### config.mk
export PLATFORM = sky130hd
export DESIGN_NAME = csr_file
export DESIGN_NICKNAME = d
export VERILOG_FILES = /design/src/rtl/csr_file_pkg.sv /design/src/rtl/csr_counter64.sv /design/src/rtl/csr_file.sv
export SDC_FILE = /design/constraint.sdc
export NUM_CORES = 1
export LEC_CHECK = 0
export BUFFER_PORTS_ARGS = -buffer_cell sky130_fd_sc_hd__buf_2
export CAP_MARGIN = 25
export CORE_MARGIN = 8
export CORE_UTILIZATION = 53
export CTS_CLUSTER_SIZE = 25
export DETAILED_ROUTE_END_ITERATION = 12
export GPL_TIMING_DRIVEN = 0
export PLACE_DENSITY = 0.88
export RECOVER_POWER = 50
export SLEW_MARGIN = 40
export SYNTH_ARGS = -nofsm -noshare
export SYNTH_HDL_FRONTEND = slang
export SYNTH_HIERARCHICAL = 1
export SYNTH_SLANG_ARGS = --single-unit
### constraint.sdc
create_clock -name clk -period 2.92 [get_ports clk]
set_input_delay 0.146 -clock clk [delete_from_list [all_inputs] [get_ports clk]]
set_output_delay 0.146 -clock clk [all_outputs]
set_load 0.02 [all_outputs]
### src/rtl/csr_file_pkg.sv
// Shared CSR encodings for csr_file: funct3 op codes, CSR addresses, the misa constant
// and the Zicsr read-modify-write helper.
package csr_file_pkg;

  // funct3 encodings of the Zicsr instructions
  localparam logic [2:0] Csrrw  = 3'b001;
  localparam logic [2:0] Csrrs  = 3'b010;
  localparam logic [2:0] Csrrc  = 3'b011;
  localparam logic [2:0] Csrrwi = 3'b101;
  localparam logic [2:0] Csrrsi = 3'b110;
  localparam logic [2:0] Csrrci = 3'b111;

  // Machine-mode CSR addresses
  localparam logic [11:0] CsrMstatus  = 12'h300;
  localparam logic [11:0] CsrMisa     = 12'h301;
  localparam logic [11:0] CsrMtvec    = 12'h305;
  localparam logic [11:0] CsrMscratch = 12'h340;
  localparam logic [11:0] CsrMepc     = 12'h341;
  localparam logic [11:0] CsrMcause   = 12'h342;
  localparam logic [11:0] CsrMhartid  = 12'hF14;

  // Counter addresses (only implemented with CSR_COUNTERS_EN)
  localparam logic [11:0] CsrMcycle    = 12'hB00;
  localparam logic [11:0] CsrMcycleh   = 12'hB80;
  localparam logic [11:0] CsrMinstret  = 12'hB02;
  localparam logic [11:0] CsrMinstreth = 12'hB82;
  localparam logic [11:0] CsrCycle     = 12'hC00;
  localparam logic [11:0] CsrCycleh    = 12'hC80;
  localparam logic [11:0] CsrInstret   = 12'hC02;
  localparam logic [11:0] CsrInstreth  = 12'hC82;

  // RV32I, machine mode only
  localparam logic [31:0] MisaValue = 32'h4000_0100;

  // New CSR value for an op; op[1:0] selects RW/RS/RC for both register and immediate forms
  function automatic logic [31:0] csr_wval(logic [1:0] op, logic [31:0] old_val,
                                           logic [31:0] src);
    logic [31:0] res;
    unique case (op)
      2'b01:   res = src;
      2'b10:   res = old_val | src;
      2'b11:   res = old_val & ~src;
      default: res = old_val;
    endcase
    return res;
  endfunction

endpackage

### src/rtl/csr_counter64.sv
// 64-bit counter with per-half write. A half write wins over the increment for that cycle:
// the written half takes the data, the other half holds, and no carry propagates.
module csr_counter64 (
  input  logic        clk_i,
  input  logic        rst_i,
  input  logic        inc_i,
  input  logic        we_lo_i,
  input  logic        we_hi_i,
  input  logic [31:0] wdata_i,
  output logic [63:0] value_o
);

  logic [31:0] lo_q, lo_d;
  logic [31:0] hi_q, hi_d;

  // Next-state: half write, else increment with wrap
  always_comb begin
    lo_d = lo_q;
    hi_d = hi_q;
    if (we_lo_i) begin
      lo_d = wdata_i;
    end else if (we_hi_i) begin
      hi_d = wdata_i;
    end else if (inc_i) begin
      {hi_d, lo_d} = {hi_q, lo_q} + 64'd1;
    end
  end

  // State register with synchronous reset
  always_ff @(posedge clk_i) begin
    if (rst_i) begin
      lo_q <= '0;
      hi_q <= '0;
    end else begin
      lo_q <= lo_d;
      hi_q <= hi_d;
    end
  end

  assign value_o = {hi_q, lo_q};

endmodule

### src/rtl/csr_file.sv
// Machine-mode CSR file in EX: Zicsr read-modify-write, trap entry/mret bookkeeping and,
// when CSR_COUNTERS_EN is defined, the mcycle/minstret counters with read-only shadows.
module csr_file
  import csr_file_pkg::*;
(
  input  logic        clk,
  input  logic        rst,
  input  logic        csr_valid,
  input  logic [2:0]  csr_op,
  input  logic [11:0] csr_addr,
  input  logic [4:0]  rs1_idx,
  input  logic [31:0] rs1_data,
  output logic [31:0] csr_rdata,
  output logic        csr_illegal,
  input  logic        instret_inc,
  input  logic        trap_en,
  input  logic [31:0] trap_pc,
  input  logic [31:0] trap_cause,
  input  logic        mret_en,
  output logic [31:0] mtvec_o,
  output logic [31:0] mepc_o,
  output logic        mie_o
);

  logic        mie_q, mie_d;
  logic        mpie_q, mpie_d;
  logic [31:0] mtvec_q, mtvec_d;
  logic [31:0] mscratch_q, mscratch_d;
  logic [31:0] mepc_q, mepc_d;
  logic [31:0] mcause_q, mcause_d;

  logic [31:0] src;
  logic [31:0] old_val;
  logic [31:0] wval;
  logic        implemented;
  logic        is_write;
  logic        wr_fire;

  // Low PC bits are always discarded on trap entry
  logic [1:0] unused_trap_pc;
  assign unused_trap_pc = trap_pc[1:0];

`ifdef CSR_COUNTERS_EN
  logic [63:0] mcycle_val;
  logic [63:0] minstret_val;

  csr_counter64 u_mcycle (
    .clk_i   (clk),
    .rst_i   (rst),
    .inc_i   (1'b1),
    .we_lo_i (wr_fire && (csr_addr == CsrMcycle)),
    .we_hi_i (wr_fire && (csr_addr == CsrMcycleh)),
    .wdata_i (wval),
    .value_o (mcycle_val)
  );

  csr_counter64 u_minstret (
    .clk_i   (clk),
    .rst_i   (rst),
    .inc_i   (instret_inc),
    .we_lo_i (wr_fire && (csr_addr == CsrMinstret)),
    .we_hi_i (wr_fire && (csr_addr == CsrMinstreth)),
    .wdata_i (wval),
    .value_o (minstret_val)
  );
`else
  logic unused_instret_inc;
  assign unused_instret_inc = instret_inc;
`endif

  // Read decode: raw value of the addressed CSR and whether it exists
  always_comb begin
    implemented = 1'b1;
    old_val     = '0;
    case (csr_addr)
      CsrMstatus:  old_val = {19'b0, 2'b11, 3'b0, mpie_q, 3'b0, mie_q, 3'b0};
      CsrMisa:     old_val = MisaValue;
      CsrMtvec:    old_val = mtvec_q;
      CsrMscratch: old_val = mscratch_q;
      CsrMepc:     old_val = mepc_q;
      CsrMcause:   old_val = mcause_q;
      CsrMhartid:  old_val = '0;
`ifdef CSR_COUNTERS_EN
      CsrMcycle,    CsrCycle:    old_val = mcycle_val[31:0];
      CsrMcycleh,   CsrCycleh:   old_val = mcycle_val[63:32];
      CsrMinstret,  CsrInstret:  old_val = minstret_val[31:0];
      CsrMinstreth, CsrInstreth: old_val = minstret_val[63:32];
`endif
      default: implemented = 1'b0;
    endcase
  end

  // Operand, write value and legality; set/clear with a zero rs1 field is a pure read
  always_comb begin
    src         = csr_op[2] ? {27'b0, rs1_idx} : rs1_data;
    wval        = csr_wval(csr_op[1:0], old_val, src);
    is_write    = (csr_op[1:0] == 2'b01) || ((csr_op[1] == 1'b1) && (rs1_idx != 5'd0));
    csr_illegal = csr_valid && (!implemented || (is_write && (csr_addr[11:10] == 2'b11)));
    wr_fire     = csr_valid && is_write && !csr_illegal && !trap_en && !mret_en;
    // Gated by csr_valid so the bus is quiet when no CSR op is in EX
    csr_rdata   = csr_valid ? old_val : 32'h0;
  end

  // Next-state: trap entry beats mret, which beats a CSR write
  always_comb begin
    mie_d      = mie_q;
    mpie_d     = mpie_q;
    mtvec_d    = mtvec_q;
    mscratch_d = mscratch_q;
    mepc_d     = mepc_q;
    mcause_d   = mcause_q;
    if (trap_en) begin
      mepc_d   = {trap_pc[31:2], 2'b00};
      mcause_d = trap_cause;
      mpie_d   = mie_q;
      mie_d    = 1'b0;
    end else if (mret_en) begin
      mie_d  = mpie_q;
      mpie_d = 1'b1;
    end else if (wr_fire) begin
      case (csr_addr)
        CsrMstatus: begin
          mie_d  = wval[3];
          mpie_d = wval[7];
        end
        CsrMtvec:    mtvec_d    = {wval[31:2], 2'b00};
        CsrMscratch: mscratch_d = wval;
        CsrMepc:     mepc_d     = {wval[31:2], 2'b00};
        CsrMcause:   mcause_d   = wval;
        default: ;
      endcase
    end
  end

  // CSR state registers with synchronous reset
  always_ff @(posedge clk) begin
    if (rst) begin
      mie_q      <= 1'b0;
      mpie_q     <= 1'b0;
      mtvec_q    <= '0;
      mscratch_q <= '0;
      mepc_q     <= '0;
      mcause_q   <= '0;
    end else begin
      mie_q      <= mie_d;
      mpie_q     <= mpie_d;
      mtvec_q    <= mtvec_d;
      mscratch_q <= mscratch_d;
      mepc_q     <= mepc_d;
      mcause_q   <= mcause_d;
    end
  end

  assign mtvec_o = mtvec_q;
  assign mepc_o  = mepc_q;
  assign mie_o   = mie_q;

endmodule
==> flow_summary.ini <==
[outcome]
status = finished, violations left
violations = hold timing, setup timing

[floorplan]
rows = 44
chipWidth_um = 136
ioPinCount = 220
dieArea_sq_um = 18500
fp.dieH_um = 136
initial_core_util = 0.532
core-area_sq_um = 14300

[global_route]
grt_max_degree = 17
grt-ovfl-total = 0
antenna_found_initial = 1
grt_pass1_wl_um = 52500
grt_pass1_vias = 9064
grt_usage = 0.378

[worst_setup_path]
cp-end-kind = primary output
arrival_ps = 2800
critPathKind = primary input to primary output
slowest_stage = clkbuf_1
crit_chain = clkbuf_1, buf_2, clkbuf_1, mux2_2, a22oi_1, nand2_1, and2_1, buf_2
cp.required_ps = 2770
crit_fanout = 10
max_stage_delay_ps = 640
cp-start-kind = primary input

[layout]
multiInputGateArea_sq_um = 4710
ff_latch_area_sq_um = 2520
instances_no_fill = 1378
layout_commonest_cell = buf_2
n_fill_cell = 1207
final_util = 0.679
nets = 1302
drive_gt1_frac = 0.222
final_cell_mix = buf_2, dfxtp_1, clkbuf_1
syn_to_final_growth_pct = 27.6

[synth]
synthCells = 925
yosys_warnings = 6
synthArstFlopShare = 0
synth_edf_count = 0
synthDistinctLibCells = 65
synth-seq-cells = 126
ys_seq_area_frac = 0.331
syn_area_sq_um = 7620
avgSynthCellArea_sq_um = 8.24
synth-main-ff-cell = dfxtp_1

[route]
wl_met3_um = 5670
drc_errors = 0
wl_um = 36200
route.met2.wl_um = 15500
met1_length_um = 12600
first_iter_violations = 1743
drt_first_pass_iters = 6
vias_per_cell = 6.88
highest_layer = met4
vias = 9475
ant_nets = 0
wire_per_inst_um = 26.3

[clock_network]
path_clk_slew_ps = 60
clock-root-buffer = clkbuf_16
clkLatencyLatePin_ps = 440
cts_buffer_depth = 2
clock-sinks = 126
cts_made_buffers = 17
cts_tree = built
cts_resized = 0
h-tree-depth = 4

[place]
place_hpwl_um = 25200
port_buffers = 211
gp_congestion = 1.03
placedCellCount = 1324
place_ws_ps = -135

[sta]
setup_violations = 1
slew_headroom = 0.222
drv_slew = 0
timing.final.crit_share = 1.01
period_needed_ps = 2950
hold_viol_final = 4
hold_ws_ps = -10.5
fmax_mhz = 339
worst_slack_ps = -26.7
fin_skew_ps = 10.5
rsz0062_at_grt = false
tightest_slew_ps = 1160

[power_and_ir_drop]
p_per_area_nw_per_um2 = 510
cellLeakagePower_nw = 3.65
ir_drop_mv = 0.458

[run]
drv_cap = 0

[worst_hold_path]
hold_class = primary input to flop
stage by stage:
step	hold WS, ps	cell area, sq um	TNS [ps]	power [mW]
after floorplan	256	7630	0	2.26
after global placement	347	8920	-10690	2.53
after detailed placement	347	8960	-3020	2.55
after CTS	0.146	9800	0	4.88
after global routing	8.43	9720	0	5.02
final	-10.5	9720	-26.7	4.96
cells by family after synthesis:
kind of cell	share of synthesized area
buffers and inverters	0.0557
DFF	0.331
muxes	0.0560
other	0.000492
AOI/OAI and AO/OA	0.288
xor gates and xnor gates	0.0310
and+or+nand+nor	0.237
critical path: cells and delay by family:
kind,cells,cell delay (ps)
multiplexers,1,410
AND/OR/NAND/NOR,2,340
AO/OA/AOI/OAI,1,240
buffers and inverters,4,1660
power breakdown:
part | internal, mW | switching, mW | leakage (nW) | total, mW
Combinational | 0.278 | 0.476 | 2.30 | 0.754
Sequential | 1.77 | 0.0479 | 1.03 | 1.82
Clock | 1.50 | 0.878 | 0.317 | 2.38
Yosys cell counts, types with 14 or more instances:
cell | number | area share
a211oi_1 | 29 | 0.029
a21boi_0 | 14 | 0.014
a21oi_1 | 43 | 0.028
a22o_1 | 36 | 0.041
a22oi_1 | 47 | 0.046
and2_1 | 19 | 0.016
buf_2 | 15 | 0.0099
clkbuf_1 | 50 | 0.025
dfxtp_1 | 126 | 0.33
inv_1 | 14 | 0.0069
mux2_2 | 21 | 0.031
mux2i_1 | 19 | 0.025
nand2_1 | 106 | 0.052
nor2_1 | 51 | 0.025
nor2b_1 | 56 | 0.046
nor3_1 | 28 | 0.018
o21ai_0 | 29 | 0.019
o22ai_1 | 14 | 0.011
xnor2_1 | 27 | 0.031
state kept, by name, summed over array words and instances, names as in the netlist:
name	count
mtvec_o	30
mie_o	1
mscratch_q	32
mpie_q	1
mcause_q	32
mepc_o	30
layer usage:
metal  vias to the layer above  global-route usage
met4                         0               0.234
li1                       3923                   -
met1                      4361               0.468
met3                       236               0.112
met5                         -                   0
met2                       955               0.569
area by class of cell:
| type | instances | area share |
|---|---|---|
| multi-input combinational | 706 | 0.484 |
| buffer | 82 | 0.0383 |
| sequential | 126 | 0.259 |
| antenna | 1 | 0.000257 |
| clock inverter | 12 | 0.0187 |
| inverter | 14 | 0.00540 |
| tap | 184 | 0.0237 |
| clock buffer | 20 | 0.0480 |
| timing repair buffer | 233 | 0.122 |
path summary, 6_finish.rpt:
check                      start        endpoint  slack, ps  depth (start not counted)
setup / recovery     csr_addr[0]   csr_rdata[29]        -30                          8
hold / removal        trap_pc[4]       mepc_o[4]        -10                          3
setup reg to reg      mepc_o[16]      mepc_o[16]        920                          5
hold reg to reg   mscratch_q[13]  mscratch_q[13]        460                          1
what timing repair did:
| action | CTS | global route |
|---|---|---|
| hold endpoints to repair | 19 | 0 |
| setup buffers | 0 | 2 |
| setup endpoints to repair | 0 | 5 |
| hold buffers | 19 | 0 |
(Power assumes the default switching activity.)
